File: config.mk
export PLATFORM = sky130hd
export DESIGN_NAME = tl_demand_arbiter
export DESIGN_NICKNAME = d
export VERILOG_FILES = /design/src/rtl/tl_demand_arbiter.sv
export SDC_FILE = /design/constraint.sdc
export NUM_CORES = 1
export LEC_CHECK = 0
export CAP_MARGIN = 20
export CORE_ASPECT_RATIO = 2
export CORE_MARGIN = 5
export CORE_UTILIZATION = 30
export CTS_CLUSTER_SIZE = 25
export DETAILED_ROUTE_END_ITERATION = 10
export SYNTH_ARGS = -nofsm -noshare
export SYNTH_HDL_FRONTEND = slang
export SYNTH_SLANG_ARGS = --single-unit
export TNS_END_PERCENT = 5
File: constraint.sdc
create_clock -name clk50M -period 2.75 [get_ports clk50M]
set_clock_uncertainty 0.2 [all_clocks]
set_input_delay 0.55 -clock clk50M [delete_from_list [all_inputs] [get_ports clk50M]]
set_output_delay 0.55 -clock clk50M [all_outputs]
set_load 0.03 [all_outputs]
File: src/rtl/tl_demand_arbiter.sv
// Demand-actuated round-robin phase arbiter for a three-approach intersection.
// Optional macro TL_NIGHT_FLASH_EN adds a night input and an all-yellow FLASH state.
module tl_demand_arbiter #(
    parameter int T_ALLRED = 5,
    parameter int T_PREP   = 2,
    parameter int T_GMIN   = 5,
    parameter int T_GMAX   = 10,
    parameter int T_YEL    = 2
) (
    input  logic       clk50M,
    input  logic       rst,
    input  logic       tick_1s,
    input  logic [2:0] req,
`ifdef TL_NIGHT_FLASH_EN
    input  logic       night,
`endif
    output logic [5:0] tfst,
    output logic [2:0] grant,
    output logic [2:0] pending
);

    typedef enum logic [2:0] {
        S_ALLRED = 3'd0,
        S_PREP   = 3'd1,
        S_GREEN  = 3'd2,
        S_YELLOW = 3'd3
`ifdef TL_NIGHT_FLASH_EN
        , S_FLASH = 3'd4
`endif
    } state_e;

    localparam logic [5:0] ALLRED_END = 6'(T_ALLRED - 1);
    localparam logic [5:0] PREP_END   = 6'(T_PREP - 1);
    localparam logic [5:0] GMIN_END   = 6'(T_GMIN - 1);
    localparam logic [5:0] GMAX_END   = 6'(T_GMAX - 1);
    localparam logic [5:0] YEL_END    = 6'(T_YEL - 1);

    state_e     state_q;
    logic [5:0] cnt_q;
    logic [1:0] last_q;
    logic [2:0] pending_q;
    logic [2:0] grant_q;
    logic [5:0] tfst_q;

    logic [2:0] pend_d;
    logic [1:0] c1, c2, c3;
    logic [1:0] sel_idx;
    logic [2:0] sel_oh;

    function automatic logic [5:0] fields(input logic [2:0] g, input logic [1:0] code);
        logic [5:0] f;
        f = '0;
        for (int i = 0; i < 3; i++)
            if (g[i]) f[2*i +: 2] = code;
        return f;
    endfunction

    function automatic logic [1:0] next_app(input logic [1:0] a);
        return (a >= 2'd2) ? 2'd0 : a + 2'd1;
    endfunction

    // Round-robin scan starts just after the last served approach.
    always_comb begin
        pend_d  = pending_q | (req & ~grant_q);
        c1      = next_app(last_q);
        c2      = next_app(c1);
        c3      = next_app(c2);
        sel_idx = c3;
        if (pending_q[c1])      sel_idx = c1;
        else if (pending_q[c2]) sel_idx = c2;
        sel_oh  = 3'b001 << sel_idx;
    end

    always_ff @(posedge clk50M or posedge rst) begin
        if (rst) begin
            state_q   <= S_ALLRED;
            cnt_q     <= '0;
            last_q    <= 2'd2;
            pending_q <= '0;
            grant_q   <= '0;
            tfst_q    <= '0;
        end else begin
            pending_q <= pend_d;
            case (state_q)
                S_ALLRED: begin
`ifdef TL_NIGHT_FLASH_EN
                    if (night && cnt_q == ALLRED_END) begin
                        state_q <= S_FLASH;
                        cnt_q   <= '0;
                        tfst_q  <= 6'b010101;
                    end else
`endif
                    if (tick_1s) begin
                        if (cnt_q < ALLRED_END) begin
                            cnt_q <= cnt_q + 6'd1;
                        end else if (|pending_q) begin
                            // Clearing the selected bit overrides a same-cycle set.
                            state_q   <= S_PREP;
                            cnt_q     <= '0;
                            last_q    <= sel_idx;
                            grant_q   <= sel_oh;
                            tfst_q    <= fields(sel_oh, 2'b11);
                            pending_q <= pend_d & ~sel_oh;
                        end
                    end
                end
                S_PREP: begin
                    if (tick_1s) begin
                        if (cnt_q == PREP_END) begin
                            state_q <= S_GREEN;
                            cnt_q   <= '0;
                            tfst_q  <= fields(grant_q, 2'b10);
                        end else begin
                            cnt_q <= cnt_q + 6'd1;
                        end
                    end
                end
                S_GREEN: begin
                    if (tick_1s) begin
                        if (cnt_q == GMAX_END ||
                            (cnt_q >= GMIN_END && |(pending_q & ~grant_q))) begin
                            state_q <= S_YELLOW;
                            cnt_q   <= '0;
                            tfst_q  <= fields(grant_q, 2'b01);
                        end else begin
                            cnt_q <= cnt_q + 6'd1;
                        end
                    end
                end
                S_YELLOW: begin
                    if (tick_1s) begin
                        if (cnt_q == YEL_END) begin
                            state_q <= S_ALLRED;
                            cnt_q   <= '0;
                            grant_q <= '0;
                            tfst_q  <= '0;
                        end else begin
                            cnt_q <= cnt_q + 6'd1;
                        end
                    end
                end
`ifdef TL_NIGHT_FLASH_EN
                S_FLASH: begin
                    if (!night) begin
                        state_q <= S_ALLRED;
                        cnt_q   <= '0;
                        tfst_q  <= '0;
                    end else if (tick_1s) begin
                        tfst_q <= tfst_q ^ 6'b010101;
                    end
                end
`endif
                default: begin
                    state_q <= S_ALLRED;
                    cnt_q   <= '0;
                    grant_q <= '0;
                    tfst_q  <= '0;
                end
            endcase
        end
    end

    assign tfst    = tfst_q;
    assign grant   = grant_q;
    assign pending = pending_q;

endmodule

-- After elaboration in Yosys (flattened, before gate mapping)
Index checks and enable logic that the tools add are counted.
- add/sub/neg operators: 4
- multiply operators: 0
- divide/modulo/power cells: 0
- magnitude comparators: 7
- equality and inequality tests: 16
- shift operators: 1
- mux-type cells: 54
- bitwise gates (word level): 8
- reductions and logical operators: 11
- operators by type and width (operator ; count):
    2-to-1 mux 6 bit ; 16
    2-to-1 mux 3 bit ; 16
    case mux 6 bit (4 select lines) ; 1
    2-to-1 mux 2 bit ; 11
    != test 2 bit, second input constant ; 9
    case mux 6 bit (3 select lines) ; 1
    case mux 3 bit (4 select lines) ; 1
    AND 3 bit ; 3
    case mux 3 bit (3 select lines) ; 1
    AND reduction 9 bit ; 1
    AND reduction 4 bit ; 2
    adder 2 x 1 -> 2 bit, second input constant ; 3
    adder 6 x 1 -> 6 bit, second input constant ; 1
    == test 3 x 2 -> 1 bit, second input constant ; 2
    == test 6 x 1 -> 1 bit, second input constant ; 1
    == test 6 x 4 -> 1 bit, second input constant ; 1
    greater-or-equal comparator 2 bit, second input constant ; 3
    greater-or-equal comparator 6 x 3 -> 1 bit, second input constant ; 1
    < comparator 2 x 3 -> 1 bit, second input constant ; 2
    < comparator 6 x 3 -> 1 bit, second input constant ; 1
    inverter 3 bit ; 2
    AND reduction 6 bit ; 1
    OR reduction 3 bit ; 2
    2-to-1 mux 1 bit ; 5
    11 further kinds ; 14
- bits in registers: 23
- bits in latches: 0
- RAM bits: 0
- memory bits (read-only): 0
- output and inout bits: 12
- word-level logic and storage cells: 107
- memories kept: 0

-- Depth between registers and ports, before layout
Gate-level depths: netlist (run 1).
- depth in word-level cells: 15
- depth in mapped cells: 8
- gate-level depth less buffers: 7

-- Worst setup path after synthesis (run 1)
Ideal clock, no wire load.
- path type: flip-flop to flip-flop
- from: register cnt_q[1]
- to: register state_q[1]
- library setup time: 0.125 ns
- arrival: 1.939 ns
- required time: 2.425 ns
- setup slack: 0.486 ns
- stages on the path, launching flop included: 8
- path buffers: 0
- cell sequence: dfrtp_1 -> inv_1 -> ha_1 -> or4b_4 -> nor3_1 -> a31oi_1 -> a21oi_4 -> mux2_2
- cells in the longest elaborated chain, start to end: 5
- elaborated cells on any way between the ends: 11
- those cells by class: order compare: 2; eq/ne: 6; reduce/logical: 3
- ends and longest elaborated chain (element ; RTL line ; text):
    start: declaration ; 39 ; logic [5:0] cnt_q;
    start signal: assignment ; 95 ; cnt_q <= cnt_q + 6'd1;
    start signal: assignment ; 114 ; cnt_q <= cnt_q + 6'd1;
    start signal: assignment ; 126 ; cnt_q <= cnt_q + 6'd1;
    greater-or-equal comparator 6 x 3 -> 1 bit ; 121 ; (cnt_q >= GMIN_END && |(pending_q & ~grant_q))) begin
    logical AND 1 bit ; 121 ;
    logical OR 1 bit ; 120 ; if (cnt_q == GMAX_END ||
    != test 2 bit (no line) ; -- ;
    AND reduction 9 bit (no line) * ; -- ;
    end signal: assignment ; 110 ; state_q <= S_GREEN;
    end signal: assignment ; 122 ; state_q <= S_YELLOW;
    end signal: assignment ; 133 ; state_q <= S_ALLRED;
    end: declaration ; 38 ; state_e state_q;
Mark *: on every way between the ends. The rest lies on a longest branch, timed or not.
A chain may end at the register's enable or synchronous reset.

-- Final worst setup path (run 1)
- from: register cnt_q[1]
- to: register tfst_q[1] (netlist: tfst[1])
- cells in the longest elaborated chain, start to end: 5
- elaborated cells on any way between the ends: 11
- those cells by class: order compare: 2; eq/ne: 6; reduce/logical: 3
- ends and longest elaborated chain (element ; RTL line ; text):
    greater-or-equal comparator 6 x 3 -> 1 bit ; 121 ;
    logical AND 1 bit ; 121 ;
    logical OR 1 bit ; 120 ;
    != test 2 bit (no line) ; -- ;
    AND reduction 9 bit (no line) * ; -- ;
    end signal: assignment ; 102 ; tfst_q <= fields(sel_oh, 2'b11);
    end signal: assignment ; 112 ; tfst_q <= fields(grant_q, 2'b10);
    end signal: assignment ; 124 ; tfst_q <= fields(grant_q, 2'b01);
    end: declaration ; 43 ; logic [5:0] tfst_q;
Marked as above.

==> results of run 1 <==
## cell usage after synthesis (6+ instances only)
cell / count
o21ai_0: 10
nand3_1: 7
dfrtp_1: 21
nor2_1: 6
nand2b_1: 7
inv_1: 11
mux2_2: 7
ha_1: 8
nand2_1: 11
a21oi_1: 9
## worst max path at each step
stage	from	end	slack [ns]	depth (start not counted)
floorplan	cnt_q[1]$_DFFE_PP0P_	state_q[1]$_DFFE_PP0P_	0.49	7
global placement	cnt_q[1]$_DFFE_PP0P_	tfst[5]$_DFFE_PP0P_	0.22	7
detailed placement	cnt_q[1]$_DFFE_PP0P_	tfst[0]$_DFFE_PP0P_	0.19	7
CTS	cnt_q[1]$_DFFE_PP0P_	tfst[0]$_DFFE_PP0P_	0.17	7
global route	cnt_q[1]$_DFFE_PP0P_	state_q[1]$_DFFE_PP0P_	0.01	7
finish	cnt_q[1]$_DFFE_PP0P_	tfst[1]$_DFFE_PP0P_	0.19	7
## state kept, by name (all words and copies together) (netlist names)
register  flops
grant         3
state_q       2
cnt_q         6
pending       3
last_q        2
tfst          6
## where the power goes
group          switching (mW)  leakage, nW  internal (mW)
Combinational           0.570        0.401          0.410
Sequential             0.0757        0.279          0.416
Clock                   0.116       0.0357          0.195
Total                   0.762        0.715           1.02
## kinds of logic (layout without fill, tap and decap cells)
kind of cell | after synthesis | after routing | share of synthesized area
and+or+nand+nor | 55 | 55 | 0.2188
AOI/OAI and AO/OA | 43 | 43 | 0.2066
DFF | 22 | 22 | 0.3845
buffers and inverters | 20 | 39 | 0.05841
adders and majority gates | 8 | 8 | 0.06975
muxes | 8 | 8 | 0.06190
## metal layers
layer,vias up,share of wire,GRT usage
met1,582,0.38,0.1357
li1,606,-,-
met3,10,0.020,0.01321
met4,0,0.035,0.06807
met2,26,0.56,0.2231
met5,-,0,0
## per-stage QoR
stage,instance area (um2),std cells
6_report,1755,230
5_1_grt,1755,230
4_1_cts,1755,230
3_5_place_dp,1684,226
3_3_place_gp,1684,226
2_1_floorplan,1435,156
## layout make-up
class	count	area (um2)	share of cell area
clock buffer	3	41.29	0.02352
tap	55	68.82	0.03920
clock inverter	1	30.03	0.01711
sequential	22	551.8	0.3143
multi-input combinational	114	799.5	0.4555
inverter	11	41.29	0.02352
timing repair buffer	24	222.7	0.1269
==> run_results.csv, run 1 <==
group,metric,value,unit
run_status,outcome,"completed",
synthesis,syn_inst,156,
place,portBuffers,17,
timing,post-route-period-util,0.9323,
synthesis,synth_cell_types,46,
timing,min_period,2.564,ns
detailed_routing,vias_per_cell,5.322,
min_path,hold_path_class,"register to register",
floorplan,die_w,58.91,um
place,gp_congestion,0.9266,
clocking,h-tree-depth,1,
floorplan,core_area,0.004642,mm2
global_routing,grt_overflow,0,
synthesis,syn_area,0.001435,mm2
setup_path,path_class,"register to register",
clocking,cts_buffers,3,
global_routing,grt_pass1_vias,1277,
synthesis,synth_edf_count,0,
global_routing,grt_use_total,0.1243,
clocking,clk_path_buf_depth,2,
synthesis,ys_top_cells_by_area,"dfrtp_1 37%, ha_1 7.0%, mux2_2 5.5%, o21ai_0 3.5%, a21oi_1 3.1%",
setup_path,cp-end-kind,"register",
clocking,clock_latency,0.27,ns
timing,setup_tns,0,ns
timing,max_slew_margin,0.6196,
timing,max_freq,0.3900,GHz
global_routing,grt_max_degree,23,
place,dp_hpwl,2.671,mm
synthesis,yosysTopAreaCell,"dfrtp_1",
layout,n_antenna_cell,0,
timing,maxSlewViolCount,0,
synthesis,ys.flop_type,"dfrtp_1",
setup_path,worstReg2RegStart,"cnt_q[1]$_DFFE_PP0P_",
clocking,cts_tree,"done",
detailed_routing,postRouteAntennaNets,0,
power_and_ir_drop,power_density,1015,mW/mm2
layout,final_net_count,190,
setup_path,reg2reg_slack,0.19,ns
detailed_routing,dr.first_iter.drc_count,40,
setup_path,arrival,2.53,ns
setup_path,crit_chain,"inv_1 > ha_1 > or4b_4 > nand4_1 > a31oi_1 > a21oi_4 > mux2_2",
layout,mostFrequentLayoutCell,"dfrtp_1",
min_path,worstHoldStart,"tfst[1]$_DFFE_PP0P_",
synthesis,yosysSeqAreaShare,0.3845,
floorplan,rows,35,
floorplan,dieArea,0.006351,mm2
detailed_routing,vias,1224,
setup_path,critPathRequiredTime,2.72,ns
synthesis,synth_nets,170,
synthesis,netlist.area_leader.share,0.3662,
floorplan,io_pins,18,
setup_path,cp_num_buf_inv,1,
synthesis,async_reset_ff_frac,1.000,
clocking,cts.repair.resized,0,
setup_path,crit_fanout,8,
layout,drive_above_1_share,0.1486,
clocking,cts_sinks,22,
min_path,hold_depth,1,
power_and_ir_drop,leakage,0.7153,nW
floorplan,die_h,107.8,um
run,maxCapViolCount,0,
timing,worst_slew_pin_slew,0.5627,ns
timing,report.final.hold_viol_count,0,
layout,postLayoutCoreUtil,0.3782,
timing,timing.hold.ws,0.3187,ns
timing,layout_setup_ws,0.1861,ns
setup_path,crit_family,"simple AND/OR/NAND/NOR gates",
setup_path,max_stage_delay,0.49,ns
detailed_routing,wl_per_cell,15.34,um
power_and_ir_drop,vdd_drop_max,0.0005622,V
clocking,cts_root_buffer,"clkbuf_8",
setup_path,cp-start-kind,"register",
layout,final_cell_mix,"21 x dfrtp_1, 17 x clkdlybuf4s50_1, 11 x inv_1, 11 x nand2_1, 10 x o21ai_0",
setup_path,r2r_cells,7,
clocking,ctsHoldBuffers,0,
min_path,hold_path_end,"tfst[1]$_DFFE_PP0P_",
floorplan,start_util,0.3092,
detailed_routing,first_pass_iters,4,
synthesis,avgSynthCellArea,9.200,um2
global_routing,grt_pass1_wl,6.078,mm
layout,fill_cells,504,
timing,rsz0062_at_grt,"false",
synthesis,yosys_warnings,0,
place,preCtsSetupSlack,0.1894,ns
layout,area_growth,22.32,%
timing,setup_viol,0,
global_routing,antenna_found_initial,0,
clocking,cts_setup_buffers,0,
detailed_routing,drcViolationCount,0,
setup_path,regToRegEndpoint,"tfst[1]$_DFFE_PP0P_",
setup_path,slowest_stage,"or4b_4",
synthesis,synth-seq-cells,22,
power_and_ir_drop,finalPower,1.782,mW
clocking,path_clk_slew,0.09,ns
detailed_routing,routed_wl,3.529,mm
No activity file was read; power rests on OpenSTA's default activity.
==> run 2: changes to the inputs <==
--- a/config.mk
+++ b/config.mk
@@ -11,6 +11,7 @@
 export CORE_UTILIZATION = 30
 export CTS_CLUSTER_SIZE = 25
 export DETAILED_ROUTE_END_ITERATION = 10
+export DONT_BUFFER_PORTS = 1
 export SYNTH_ARGS = -nofsm -noshare
 export SYNTH_HDL_FRONTEND = slang
 export SYNTH_SLANG_ARGS = --single-unit
==> run_results.csv, run 2 (synthesis results as in run 1) <==
group,metric,value,unit
clocking,cts_tree,"done",
clocking,clk_path_buf_depth,2,
setup_path,cp-end-kind,"register",
run_status,outcome,"completed",
detailed_routing,first_pass_iters,4,
global_routing,grt_pass1_vias,1243,
setup_path,crit_fanout,8,
setup_path,cp-start-kind,"register",
detailed_routing,top_layer,"met4",
place,gp_congestion,0.8545,
global_routing,grt_pass1_wl,5.844,mm
detailed_routing,wl_per_cell,16.84,um
timing,post-route-period-util,0.8895,
clocking,clock_latency,0.27,ns
global_routing,grt_max_degree,23,
timing,max_freq,0.4088,GHz
detailed_routing,drcViolationCount,0,
clocking,path_clk_slew,0.08,ns
place,portBuffers,0,
layout,area_growth,8.282,%
detailed_routing,dr.first_iter.drc_count,17,
clocking,ctsHoldBuffers,0,
place,preCtsSetupSlack,0.3134,ns
floorplan,die_w,58.91,um
timing,layout_setup_ws,0.3039,ns
floorplan,core_area,0.004642,mm2
global_routing,grt_use_total,0.1224,
timing,setup_tns,0,ns
layout,final_cell_mix,"21 x dfrtp_1, 11 x inv_1, 11 x nand2_1",
detailed_routing,route.met3.wl,127,um
clocking,cts_root_buffer,"clkbuf_8",
timing,rsz0062_at_grt,"false",
timing,timing.hold.ws,0.1459,ns
clocking,h-tree-depth,1,
floorplan,start_util,0.3092,
detailed_routing,vias_per_cell,5.635,
detailed_routing,routed_wl,3.554,mm
min_path,hold_path_class,"primary input to async pin",
global_routing,grt_overflow,0,
clocking,cts_setup_buffers,0,
setup_path,critPathRequiredTime,2.71,ns
place,dp_hpwl,2.804,mm
detailed_routing,postRouteAntennaNets,0,
timing,maxSlewViolCount,0,
timing,setup_viol,0,
detailed_routing,vias,1189,
detailed_routing,route.met2.wl,2.013,mm
clocking,cts_sinks,22,
timing,min_period,2.446,ns
detailed_routing,wl_met1,1.221,mm
setup_path,path_class,"register to register",
clocking,cts_buffers,3,
clocking,cts.repair.resized,0,
floorplan,io_pins,18,
floorplan,die_h,107.8,um
floorplan,dieArea,0.006351,mm2
timing,max_slew_margin,0.4117,
power_and_ir_drop,leakage,0.6332,nW
power_and_ir_drop,power_density,1045,mW/mm2
setup_path,arrival,2.41,ns
layout,n_antenna_cell,0,
timing,worst_slew_pin_slew,0.8815,ns
layout,mostFrequentLayoutCell,"dfrtp_1",
layout,drive_above_1_share,0.1538,
timing,report.final.hold_viol_count,0,
place,placed_area,0.001499,mm2
run,maxCapViolCount,0,
layout,final_net_count,171,
floorplan,rows,35,
power_and_ir_drop,vdd_drop_max,0.0005862,V
layout,fin_area,0.001554,mm2
global_routing,antenna_found_initial,0,
==> run 2: cell types whose count changed in the layout (fill, tap and decap cells not counted), sizes merged <==
cell and delta:
buf -2, bufinv -1, clkbuf +1, clkdlybuf4s50 -17
==> run 2: per-layer routing <==
metal  up-vias  global-route usage
li1        568                   -
met1       578              0.1069
met2        30              0.2350
met3        13             0.01921
met4         0             0.08590
met5         -                   0
==> run 2: metrics by stage <==
stage                     power, mW  std cells    util
final                         1.624        211  0.3348
after global routing          1.749        211  0.3348
after CTS                     1.642        211  0.3348
after detailed placement      1.401        207  0.3229
after global placement        1.390        207  0.3229
after floorplan               1.197        156       -
==> run 2: critical path: stages (launching register included) <==
cell and delay, ns:
dfrtp_1 0.42, inv_1 0.09, ha_1 0.19, or4b_4 0.49
nor3_1 0.14, a31oi_1 0.11, a21oi_4 0.32, mux2_2 0.37
==> run 2: cell type report <==
class / instances / area, um2
tap: 55 / 68.82
timing repair buffer: 5 / 37.54
sequential: 22 / 551.8
clock buffer: 4 / 55.05
inverter: 11 / 41.29
multi-input combinational: 114 / 799.5
fill: 527 / 3088
==> run 2: final timing paths <==
path	start	endpoint	slack, ns	depth (start not counted)
setup / recovery	cnt_q[1]$_DFFE_PP0P_	tfst[0]$_DFFE_PP0P_	0.30	7
hold / removal	rst	cnt_q[5]$_DFFE_PP0P_	0.15	1
setup reg to reg	cnt_q[1]$_DFFE_PP0P_	tfst[0]$_DFFE_PP0P_	0.30	7
hold reg to reg	cnt_q[1]$_DFFE_PP0P_	cnt_q[1]$_DFFE_PP0P_	0.36	2
max in group asynchronous	rst	cnt_q[3]$_DFFE_PP0P_	1.66	1
min in group clk50M	req[1]	pending[1]$_DFF_PP0_	0.24	2
==> run 2: where the power goes <==
part / leakage [nW] / switching (mW) / internal (mW)
sequential: 0.279 / 0.163 / 0.415
clock: 0.0288 / 0.111 / 0.128
combinational: 0.326 / 0.471 / 0.337
total: 0.633 / 0.745 / 0.879
==> run 3: changes to the inputs <==
--- a/config.mk
+++ b/config.mk
@@ -6,12 +6,13 @@
 export NUM_CORES = 1
 export LEC_CHECK = 0
 export CAP_MARGIN = 20
-export CORE_ASPECT_RATIO = 2
 export CORE_MARGIN = 5
-export CORE_UTILIZATION = 30
+export CORE_UTILIZATION = 62
 export CTS_CLUSTER_SIZE = 25
 export DETAILED_ROUTE_END_ITERATION = 10
 export DONT_BUFFER_PORTS = 1
+export PLACE_DENSITY = 0.78
+export SLEW_MARGIN = 20
 export SYNTH_ARGS = -nofsm -noshare
 export SYNTH_HDL_FRONTEND = slang
 export SYNTH_SLANG_ARGS = --single-unit
==> run_results.csv, run 3 (synthesis results as in run 1) <==
group,metric,value,unit
layout,drive_above_1_share,0.1373,
detailed_routing,vias,1171,
run,maxCapViolCount,0,
detailed_routing,vias_per_cell,6.470,
timing,post-route-period-util,0.8867,
clocking,cts_sinks,22,
timing,worst_slew_pin_slew,0.8168,ns
layout,final_cell_mix,"21 x dfrtp_1, 11 x inv_1, 11 x nand2_1",
power_and_ir_drop,vdd_drop_max,0.0007580,V
detailed_routing,postRouteAntennaNets,0,
run_status,outcome,"completed",
floorplan,dieArea,0.003377,mm2
timing,layout_setup_ws,0.3115,ns
clocking,clock_latency,0.31,ns
clocking,path_clk_slew,0.13,ns
global_routing,antenna_found_initial,0,
setup_path,cp-startpoint,"cnt_q[1]$_DFFE_PP0P_",
timing,setup_viol,0,
setup_path,cp_num_buf_inv,1,
setup_path,slowest_stage,"or4b_4",
floorplan,die_w,58.11,um
place,preCtsSetupSlack,0.3305,ns
timing,rsz0062_at_grt,"false",
floorplan,io_pins,18,
place,gp_congestion,0.8462,
place,placed_area,0.001443,mm2
setup_path,crit_chain,"inv_1 > ha_1 > or4b_4 > nand4_1 > a31oi_1 > a21oi_4 > mux2_2",
setup_path,crit_fanout,8,
min_path,hold_path_class,"primary input to async pin",
floorplan,rows,17,
power_and_ir_drop,power_density,1082,mW/mm2
global_routing,grt_max_degree,23,
layout,layoutNonFillerInstCount,181,
timing,report.final.hold_viol_count,0,
floorplan,die_h,58.11,um
timing,timing.hold.ws,0.06748,ns
clocking,cts_buffers,3,
clocking,cts_root_buffer,"clkbuf_4",
setup_path,max_stage_delay,0.48,ns
detailed_routing,routed_wl,3.114,mm
setup_path,cp-start-kind,"register",
detailed_routing,wl_per_cell,17.20,um
layout,n_antenna_cell,0,
layout,final_net_count,168,
timing,max_slew_margin,0.4549,
clocking,cts.repair.resized,0,
timing,maxSlewViolCount,0,
setup_path,crit_family,"simple AND/OR/NAND/NOR gates",
layout,area_growth,4.185,%
place,portBuffers,0,
layout,postLayoutCoreUtil,0.6759,
timing,min_period,2.439,ns
layout,mostFrequentLayoutCell,"dfrtp_1",
clocking,clk_path_buf_depth,2,
detailed_routing,drcViolationCount,0,
floorplan,start_util,0.6488,
clocking,ctsHoldBuffers,0,
layout,fill_cells,178,
global_routing,grt_overflow,0,
clocking,h-tree-depth,1,
clocking,cts_tree,"done",
floorplan,core_area,0.002212,mm2
global_routing,grt_pass1_vias,1155,
detailed_routing,first_pass_iters,5,
power_and_ir_drop,leakage,0.6174,nW
place,dp_cells,177,
setup_path,cp-end-kind,"register",
setup_path,path_class,"register to register",
clocking,cts_setup_buffers,0,
layout,fin_area,0.001495,mm2
setup_path,arrival,2.45,ns
setup_path,critPathRequiredTime,2.76,ns
detailed_routing,dr.first_iter.drc_count,55,
global_routing,grt_use_total,0.2044,
place,dp_hpwl,2.313,mm
timing,max_freq,0.4101,GHz
global_routing,grt_pass1_wl,5.319,mm
timing,setup_tns,0,ns
setup_path,worstReg2RegStart,"cnt_q[1]$_DFFE_PP0P_",
power_and_ir_drop,finalPower,1.619,mW
==> run 3: final cells by class <==
type,instances,area (um2),area share
multi-input combinational,114,799.5,0.5347
tap,28,35.03,0.02343
timing repair buffer,2,15.01,0.01004
clock buffer,3,22.52,0.01506
inverter,11,41.29,0.02762
clock inverter,1,30.03,0.02008
sequential,22,551.8,0.3690
==> run 3: worst paths after layout <==
path	end	slack (ns)	cells past startpoint
max	tfst[4]$_DFFE_PP0P_	0.31	7
min in group clk50M	pending[1]$_DFF_PP0_	0.21	2
max reg2reg	tfst[4]$_DFFE_PP0P_	0.31	7
min reg2reg	last_q[1]$_DFFE_PP1P_	0.37	2
max in group asynchronous	cnt_q[5]$_DFFE_PP0P_	1.78	1
min	state_q[1]$_DFFE_PP0P_	0.07	1
==> run 3: where the power goes <==
| group | leakage [nW] | switching (mW) | internal (mW) |
|---|---|---|---|
| Combinational | 0.311 | 0.447 | 0.329 |
| Sequential | 0.279 | 0.179 | 0.414 |
| Clock | 0.0279 | 0.102 | 0.147 |
| Total | 0.617 | 0.728 | 0.891 |
==> run 3: layer usage <==
layer | track usage | share of wire | up-vias
met5 | 0 | 0 | -
met3 | 0.04009 | 0.061 | 10
met4 | 0.1026 | 0.024 | 0
met2 | 0.3210 | 0.48 | 53
li1 | - | - | 559
met1 | 0.2670 | 0.44 | 549
